File: config.mk
export PLATFORM = sky130hd
export DESIGN_NAME = maze_round_ctrl
export DESIGN_NICKNAME = d
export VERILOG_FILES = /design/src/rtl/maze_round_ctrl.sv
export SDC_FILE = /design/constraint.sdc
export NUM_CORES = 1
export LEC_CHECK = 0
export ABC_AREA = 1
export CORE_MARGIN = 1.5
export CORE_UTILIZATION = 41
export CTS_BUF_LIST = sky130_fd_sc_hd__clkbuf_8
export DETAILED_ROUTE_END_ITERATION = 6
export GPL_ROUTABILITY_DRIVEN = 0
export SETUP_SLACK_MARGIN = 0.5
export SYNTH_ARGS = -nofsm -noshare
export SYNTH_HDL_FRONTEND = slang
export SYNTH_SLANG_ARGS = --single-unit
File: constraint.sdc
create_clock -name clk -period 2 [get_ports clk]
set_input_delay 0.3 -clock clk [delete_from_list [all_inputs] [get_ports clk]]
set_output_delay 0.3 -clock clk [all_outputs]
set_load 0.02 [all_outputs]
File: src/rtl/maze_round_ctrl.sv
// maze_round_ctrl: level/lives sequencer that drives the maze BCD countdown timer.
// Define MAZE_ROUND_PAUSE_EN to add a PAUSE state controlled by btn_pause.
module maze_round_ctrl #(
    parameter int MAX_LIVES = 3,
    parameter int BLINK_DIV = 25000000,
    parameter int SIZE_MIN  = 5,
    parameter int SIZE_MAX  = 19
) (
    input  logic        clk,
    input  logic        rstn,
    input  logic        btn_start,
    input  logic        btn_pause,
    input  logic        goal_reached,
    input  logic        timer_zero,
    output logic [4:0]  size,
    output logic [15:0] limit_time,
    output logic        timer_load,
    output logic        timer_en,
    output logic [1:0]  lives,
    output logic [2:0]  state_code,
    output logic        blink,
    output logic        game_won
);
    localparam int CNT_W = (BLINK_DIV > 1) ? $clog2(BLINK_DIV) : 1;

    typedef enum logic [2:0] {
        S_IDLE  = 3'd0,
        S_LOAD  = 3'd1,
        S_RUN   = 3'd2,
        S_PAUSE = 3'd3,
        S_WIN   = 3'd4,
        S_LOSE  = 3'd5,
        S_OVER  = 3'd6
    } state_t;

    state_t             r_state;
    state_t             w_nxt;
    logic [4:0]         r_size;
    logic [15:0]        r_limit;
    logic [1:0]         r_lives;
    logic               r_load;
    logic               r_en;
    logic               r_blink;
    logic               r_won;
    logic [CNT_W-1:0]   r_blink_cnt;
    logic [2:0]         r_start_sync;
    logic               w_start_ev;
    logic               w_blink_st;

    function automatic logic [15:0] limit_for(input logic [4:0] s);
        case (s)
            5'd5:    return 16'h0300;
            5'd7:    return 16'h0500;
            5'd9:    return 16'h1000;
            5'd11:   return 16'h1500;
            5'd13:   return 16'h2000;
            5'd15:   return 16'h2500;
            5'd17:   return 16'h3000;
            default: return 16'h3500;
        endcase
    endfunction

    // Bits [1:0] form the synchronizer; bit 2 is the previous sample for edge detection.
    always_ff @(posedge clk or negedge rstn) begin
        if (!rstn) r_start_sync <= 3'b000;
        else       r_start_sync <= {r_start_sync[1:0], btn_start};
    end
    assign w_start_ev = r_start_sync[1] & ~r_start_sync[2];

`ifdef MAZE_ROUND_PAUSE_EN
    logic [2:0] r_pause_sync;
    logic       w_pause_ev;

    always_ff @(posedge clk or negedge rstn) begin
        if (!rstn) r_pause_sync <= 3'b000;
        else       r_pause_sync <= {r_pause_sync[1:0], btn_pause};
    end
    assign w_pause_ev = r_pause_sync[1] & ~r_pause_sync[2];
`else
    logic w_pause_unused;
    assign w_pause_unused = btn_pause;
`endif

    always_comb begin
        w_nxt = r_state;
        unique case (r_state)
            S_IDLE: if (w_start_ev) w_nxt = S_LOAD;
            S_LOAD: w_nxt = S_RUN;
            S_RUN: begin
                if (goal_reached)    w_nxt = S_WIN;
                else if (timer_zero) w_nxt = S_LOSE;
`ifdef MAZE_ROUND_PAUSE_EN
                else if (w_pause_ev) w_nxt = S_PAUSE;
`endif
            end
`ifdef MAZE_ROUND_PAUSE_EN
            S_PAUSE: begin
                if (w_pause_ev)      w_nxt = S_RUN;
                else if (w_start_ev) w_nxt = S_IDLE;
            end
`endif
            S_WIN: if (w_start_ev) w_nxt = (r_size == 5'(SIZE_MAX)) ? S_OVER : S_LOAD;
            S_LOSE: begin
                if (r_lives == 2'd0) w_nxt = S_OVER;
                else if (w_start_ev) w_nxt = S_LOAD;
            end
            S_OVER: if (w_start_ev) w_nxt = S_IDLE;
            default: w_nxt = S_IDLE;
        endcase
    end

    assign w_blink_st = (r_state == S_WIN) || (r_state == S_LOSE) ||
                        (r_state == S_OVER) || (r_state == S_PAUSE);

    // Outputs are registered from the next state so they line up with r_state.
    always_ff @(posedge clk or negedge rstn) begin
        if (!rstn) begin
            r_state     <= S_IDLE;
            r_size      <= 5'(SIZE_MIN);
            r_limit     <= 16'h0300;
            r_lives     <= 2'(MAX_LIVES);
            r_load      <= 1'b0;
            r_en        <= 1'b0;
            r_blink     <= 1'b0;
            r_won       <= 1'b0;
            r_blink_cnt <= '0;
        end else begin
            r_state <= w_nxt;
            r_load  <= (w_nxt == S_LOAD);
            r_en    <= (w_nxt == S_RUN);

            if (w_nxt != r_state) begin
                r_blink_cnt <= '0;
                r_blink     <= 1'b0;
            end else if (w_blink_st) begin
                if (r_blink_cnt == CNT_W'(BLINK_DIV - 1)) begin
                    r_blink_cnt <= '0;
                    r_blink     <= ~r_blink;
                end else begin
                    r_blink_cnt <= r_blink_cnt + CNT_W'(1);
                end
            end

            if (r_state == S_IDLE && w_nxt == S_LOAD) begin
                r_size  <= 5'(SIZE_MIN);
                r_limit <= limit_for(5'(SIZE_MIN));
                r_lives <= 2'(MAX_LIVES);
            end
            if (r_state == S_WIN && w_nxt == S_LOAD) begin
                r_size  <= r_size + 5'd2;
                r_limit <= limit_for(r_size + 5'd2);
            end
            if (r_state == S_RUN && w_nxt == S_LOSE)
                r_lives <= (r_lives == 2'd0) ? 2'd0 : r_lives - 2'd1;
            if (r_state == S_WIN && w_nxt == S_OVER)
                r_won <= 1'b1;
            if (r_state == S_OVER && w_nxt == S_IDLE)
                r_won <= 1'b0;
        end
    end

    assign size       = r_size;
    assign limit_time = r_limit;
    assign timer_load = r_load;
    assign timer_en   = r_en;
    assign lives      = r_lives;
    assign state_code = r_state;
    assign blink      = r_blink;
    assign game_won   = r_won;
endmodule

==> results of run 1 <==
layout make-up:
type                    instances  share of cell area [%]
multi-input cells             297                    44.7
inverters                      53                    5.22
well taps                      96                    3.00
clock inverters                 3                   0.469
repair inverters                1                   0.188
clock buffers                   5                    1.72
flip-flops and latches         47                    29.7
repair buffers                 59                    15.0
worst max path at each step:
stage / startpoint / to / cells past startpoint
after floorplan: size[0] / r_blink_cnt[5] / 10
after global placement: timer_zero / blink / 11
after detailed placement: timer_zero / r_blink_cnt[23] / 11
after CTS: state_code[1] / r_blink_cnt[1] / 11
after global routing: state_code[0] / r_blink_cnt[14] / 12
final: state_code[0] / r_blink_cnt[11] / 12
critical path, delay by kind of cell, from the launching register on:
family          cells  cell delay [ns]
buf+inv             2             0.33
simple gates        8             0.80
flops               1             0.49
compound gates      2             0.15
per-layer routing:
layer | vias to the layer above | routed length (µm) | GRT usage [%]
li1 | 1398 | - | -
met4 | 0 | 209 | 6.68
met3 | 25 | 467 | 3.73
met1 | 1334 | 3640 | 29.7
met2 | 85 | 3610 | 33.0
met5 | - | 0 | 0
where the power goes:
group | switching [mW] | total [mW] | internal, mW
clock | 0.360 | 0.607 | 0.247
sequential | 0.147 | 1.28 | 1.14
combinational | 2.06 | 3.56 | 1.49
timing repair:
item | CTS | global route
buffers inserted | 15 | 5
setup endpoints to repair | 52 | 43
hold endpoints to repair | 16 | 0
gates cloned | 2 | 2
gates resized for setup | 59 | 43
pin swaps | 10 | 8
hold buffers | 1 | 0
synth_stat cells, drive strengths merged (2+ instances only):
master,count,share of area [%]
nand2,113,14
inv,53,6.7
nand3,45,8.5
nor2,44,6.5
dfrtp,41,34
buf,20,5.5
o21ai,20,3.4
nor3,13,2.3
xor2,13,3.8
nand4,11,2.3
dfstp,6,5.3
nand3b,4,1.0
xnor2,4,1.2
a21oi,3,0.50
o22ai,3,0.63
or2,3,0.63
ha,2,0.84
nor4,2,0.42
flip-flops by register name, summed over array words and instances (netlist names):
register / count
blink: 1
timer_en: 1
r_start_sync: 3
lives: 2
timer_load: 1
state_code: 3
r_blink_cnt: 25
limit_time: 5
size: 5
game_won: 1
cell families after synthesis:
kind of cell               share of synthesized area, %
and+or+nand+nor                                    36.4
other                                             0.126
AOI/OAI and AO/OA                                  5.83
DFF                                                39.7
xor gates and xnor gates                           4.99
buffers and inverters                              12.1
adders and majority gates                         0.839
==> metrics, run 1 <==
status completed; R2R Setup Slk 0.16 ns; vias after detailed routing ~2.8k; Worst R2R Start state_code[0]; commonest non-fill, non-tap cell in the layout nand2_1; CTS tree done; Post-DP HPWL between 4000 and 5000 µm; Post-synth EDFFs 0; worst-path cell chain inv_4 > nand3_4 > nand2_2 > nand2_2 > o21ai_1 > nand2_1 > nand2_2 > nand2_4 > nor2_8 > clkbuf_16 > nand3_2 > o21ai_1; R2R depth 12; pwr dens between 1000 and 1500 nW/µm²; Num Clock Sinks 47; endpoints failing hold 0; clock buffer depth 2; Max Fclk between 500 and 600 MHz; sequential share of the synthesized area 39.7%; layout cells sized above 1 29.9%; Worst Hold Launch r_start_sync[0]; Setup Skew 0.0121 ns; vias in the first global route 2707; clock slew seen by the registers of the worst setup and hold paths around 0.10 ns; CTS Root Buffer Type clkbuf_8; vias per cell a little over 5; ANT nets after route 0; MaxCap Viol Count 0; worst hold margin approximately 0.36 ns; CTS Buf Count 5; Final Non-Filler Cells 561; Yosys cell types 35; I/O Buffers 23; Synth async-reset ratio 100%; gate count of the mapped netlist 407; Layout Nets ~470; Placed Area between 3000 and 4000 µm²; YS warnings 0; final worst path period share between 90 and 100%; Die X roughly 88 µm; first-pass GRT wire length 12800 µm; Final Util between 50 and 60%; DIE HEIGHT about 88 µm; hold depth 0; H-tree Lvls 2; Layout Cell Area excl Fill about 4000 µm²; Inserted Diodes 0; Critical Path AT ~2.1 ns; drt total wl a little under 8000 µm; startpoint type of the worst setup path flip-flop; Final setup viols 0; CP Max Fanout 6; synthesized flop and latch total 47; Core ar. roughly 6900 µm²; Post-Syn Area about 3000 µm²; Post-Syn Area per Cell ~7.3 µm²; Crit. End Element flip-flop; Static Leak between 1.5 and 2 nW; TNS Setup 0 ns; r2r endpoint r_blink_cnt[11]; slowest CP cell dfrtp_2; hold endpoint r_start_sync[1]; Worst slew margin about 64%; drt wl/cell 14.1 µm; worst setup margin ~0.16 ns; Overflow after GRT 0; most frequent cells in the layout nand2_1 (96), inv_1 (41), dfrtp_1 (36), nor2_1 (34), buf_4 (23); WP data required between 2 and 2.5 ns; largest net degree at the start of global routing 35; drt drc 0; First-pass DRT Iterations 4; Max VDD drop just over 0.0008 V; leading register cell type out of synthesis dfrtp_1; die area around 7800 µm²; Crit path largest cell delay between 0.4 and 0.5 ns; fill count between 600 and 700; post-placement cell count 528; measured slew at the worst slew-check pin about 0.54 ns; Starting Density around 43%; Clock Latency Late Sink around 0.31 ns; synth-to-layout area growth 34.1%; initial antenna violation count 0; area occupied by multi-input gates approximately 1800 µm²; RSZ-0062 raised after global routing yes; min Tclk post-route 1.84 ns; most frequent CP cell nand2_2; register area about 1200 µm²; Hold Path Class flip-flop to flip-flop; Final Max Tran Viols 0; GR Util All Layers between 20% and 30%; std cell rows 30; WS Path Type flip-flop to flip-flop; total power 5.45 mW; IO Count 36; dpl ws approximately 0.015 ns; Detailed Route Iter0 Violations ~250
No activity file was read; power rests on OpenSTA's default activity.
==> run 2: changes to the inputs <==
--- a/config.mk
+++ b/config.mk
@@ -9,6 +9,7 @@
 export CORE_MARGIN = 1.5
 export CORE_UTILIZATION = 41
 export CTS_BUF_LIST = sky130_fd_sc_hd__clkbuf_8
+export CTS_CLUSTER_SIZE = 40
 export DETAILED_ROUTE_END_ITERATION = 6
 export GPL_ROUTABILITY_DRIVEN = 0
 export SETUP_SLACK_MARGIN = 0.5
==> results of run 2 <==
Same layout as run 1: the final DEF is identical, and so are final timing and power.
==> edit, RTL diff (config.mk and constraints of run 1) <==
The parameter `BLINK_DIV` goes from 25000000 to 100000000.
--- a/src/rtl/maze_round_ctrl.sv
+++ b/src/rtl/maze_round_ctrl.sv
@@ -4,3 +4,3 @@
     parameter int MAX_LIVES = 3,
-    parameter int BLINK_DIV = 25000000,
+    parameter int BLINK_DIV = 100000000,
     parameter int SIZE_MIN  = 5,
Check against the original RTL: same outputs for any inputs over 10 cycles, from zero or initial values and one cycle with rstn low; that may be too few to reach the edited logic, so the function may still have changed.
==> edit against run 1 <==
Wire length fell by 1.4%; total power down 20%; setup slack improved by 100 ps; final area fell by 1.3%; combinational power fell by 33%; sequential share of layout area rose by 1.6 points; synthesized area grew 3.4%; sequential cell count up 2.
==> edit: results (changes against run 1) <==
[worst_setup_path]
cp_max_fo=8  ; +2
arrival_ps=1960  ; -130 ps

[logic_synthesis]
postSynth.asyncResetShare=1.00  ; unchanged
synth.yosys.seq_area_share=0.400  ; +0.00303
synth_area_leaders=dfrtp_1 (35%), nand2_1 (11%), nor2_1 (7.9%)
synthDistinctLibCells=36  ; +2.9%
synth_top_cells_by_count=nand2_1 (91), nor2_1 (65), inv_1 (50), dfrtp_1 (43), nand3_1 (31)

[global_route]
grt_pass1_wl_um=12600  ; -1.2%
grt_pass1_vias=2724  ; +0.63%
grt_max_degree=50  ; +43%
grt_use_total=0.192  ; -0.0186

[finish]
nFillCells=731  ; +11%
largest_reg_flops=27  ; +8.0%
fin_nets=487  ; +3.2%
top_register=r_blink_cnt
drive_gt1_frac=0.308  ; +0.00941

[min_path]
hold_path.class=reg2reg

[run_status]
status=completed

[sta]
clock_skew_ps=10.9  ; -1.21 ps

[detailed_routing]
finalWirelength_um=7810  ; -1.4%
drtIter0Drc=127  ; -50%
vias=2916  ; +2.6%

[floorplan]
fp-row-count=31  ; +3.3%

[place]
postPlaceCellArea_mm2=0.00348  ; +1.9%
dp_hpwl_um=5090  ; +3.8%

[pwr]
cellLeakagePower_nw=1.65  ; -11%
ir_drop_uv=912  ; +13%

[clock_tree]
htree_levels=2  ; unchanged
worstSkewPairLatency_ps=320

-- edit: cell count changes after synthesis, sizes merged, moves of 2 or more --
cell,before,now
buf,20,17
or2,3,5
nand3,45,32
a21oi,3,20
nor2,44,77
and2,0,2
o21ai,20,15
nand3b,4,0
nand4,11,14
nand2,113,95
dfrtp,41,43
nor4,2,0
-- edit: routing by layer --
metal	wire length, um	vias up	track usage
li1	-	1434	-
met1	3540	1386	0.257
met2	3800	82	0.313
met3	327	14	0.0330
met4	138	0	0.0688
met5	0	-	0
-- edit: cells by family after synthesis --
group	after synthesis	share of synthesized area
flip-flops	49	0.400
XOR/XNOR	17	0.0483
buffers and inverters	71	0.112
adder cells (fa/ha/maj)	2	0.00811
AO/OA/AOI/OAI	42	0.0799
AND/OR/NAND/NOR	239	0.351
other	1	0.00122
-- edit: worst register-to-register path: stages, from the launching register on --
cell,delay (ps)
dfrtp_2,500
nor2_2,170
nand2_1,120
nor2_4,180
nor2_4,50
nand4_1,70
nand2_1,70
nand2_2,70
nor2_4,40
buf_12,150
buf_6,120
and2_4,120
-- edit: timing repair --
item / 4_1_cts / 5_1_grt
setup endpoints to repair: 54 / 46
gates cloned: 1 / 0
hold buffers: 1 / 0
hold endpoints to repair: 43 / 0
gates resized for setup: 50 / 55
buffers inserted: 6 / 15
pin swaps: 7 / 16
-- edit: stage by stage --
stage	power [mW]	hold slack (ps)	worst slack, ps	cells	utilization
after floorplan	2.68	4.41	308	431	-
after global placement	3.15	310	37.0	548	0.480
after detailed placement	3.15	310	12.1	548	0.480
after CTS	4.12	361	242	564	0.511
after global routing	4.65	378	167	579	0.545
final	4.38	361	262	579	0.545
-- edit: path summary, 6_finish.rpt --
path | cells after the start | start | to | slack (ps)
min in group asynchronous | 3 | rstn | r_blink_cnt[4] | 500
worst min-delay path | 0 | r_start_sync[0] | r_start_sync[1] | 360
worst max register to register | 11 | state_code[1] | r_blink_cnt[10] | 260
worst min register to register | 0 | r_start_sync[0] | r_start_sync[1] | 360
max in group asynchronous | 3 | rstn | size[0] | 1210
worst max-delay path | 11 | state_code[1] | r_blink_cnt[10] | 260
-- edit: power by group --
part / switching (mW) / internal [mW] / leakage [nW]
sequential: 0.177 / 1.18 / 0.642
combinational: 1.50 / 0.863 / 0.961
clock: 0.390 / 0.262 / 0.0506
-- edit: layout make-up --
cell class,instances,share of cell area
clock inverters,3,0.00729
repair inverters,1,0.00285
repair buffers,57,0.119
flip-flops and latches,49,0.314
well taps,99,0.0314
multi-input cells,311,0.452
clock buffers,5,0.0174
inverters,54,0.0570
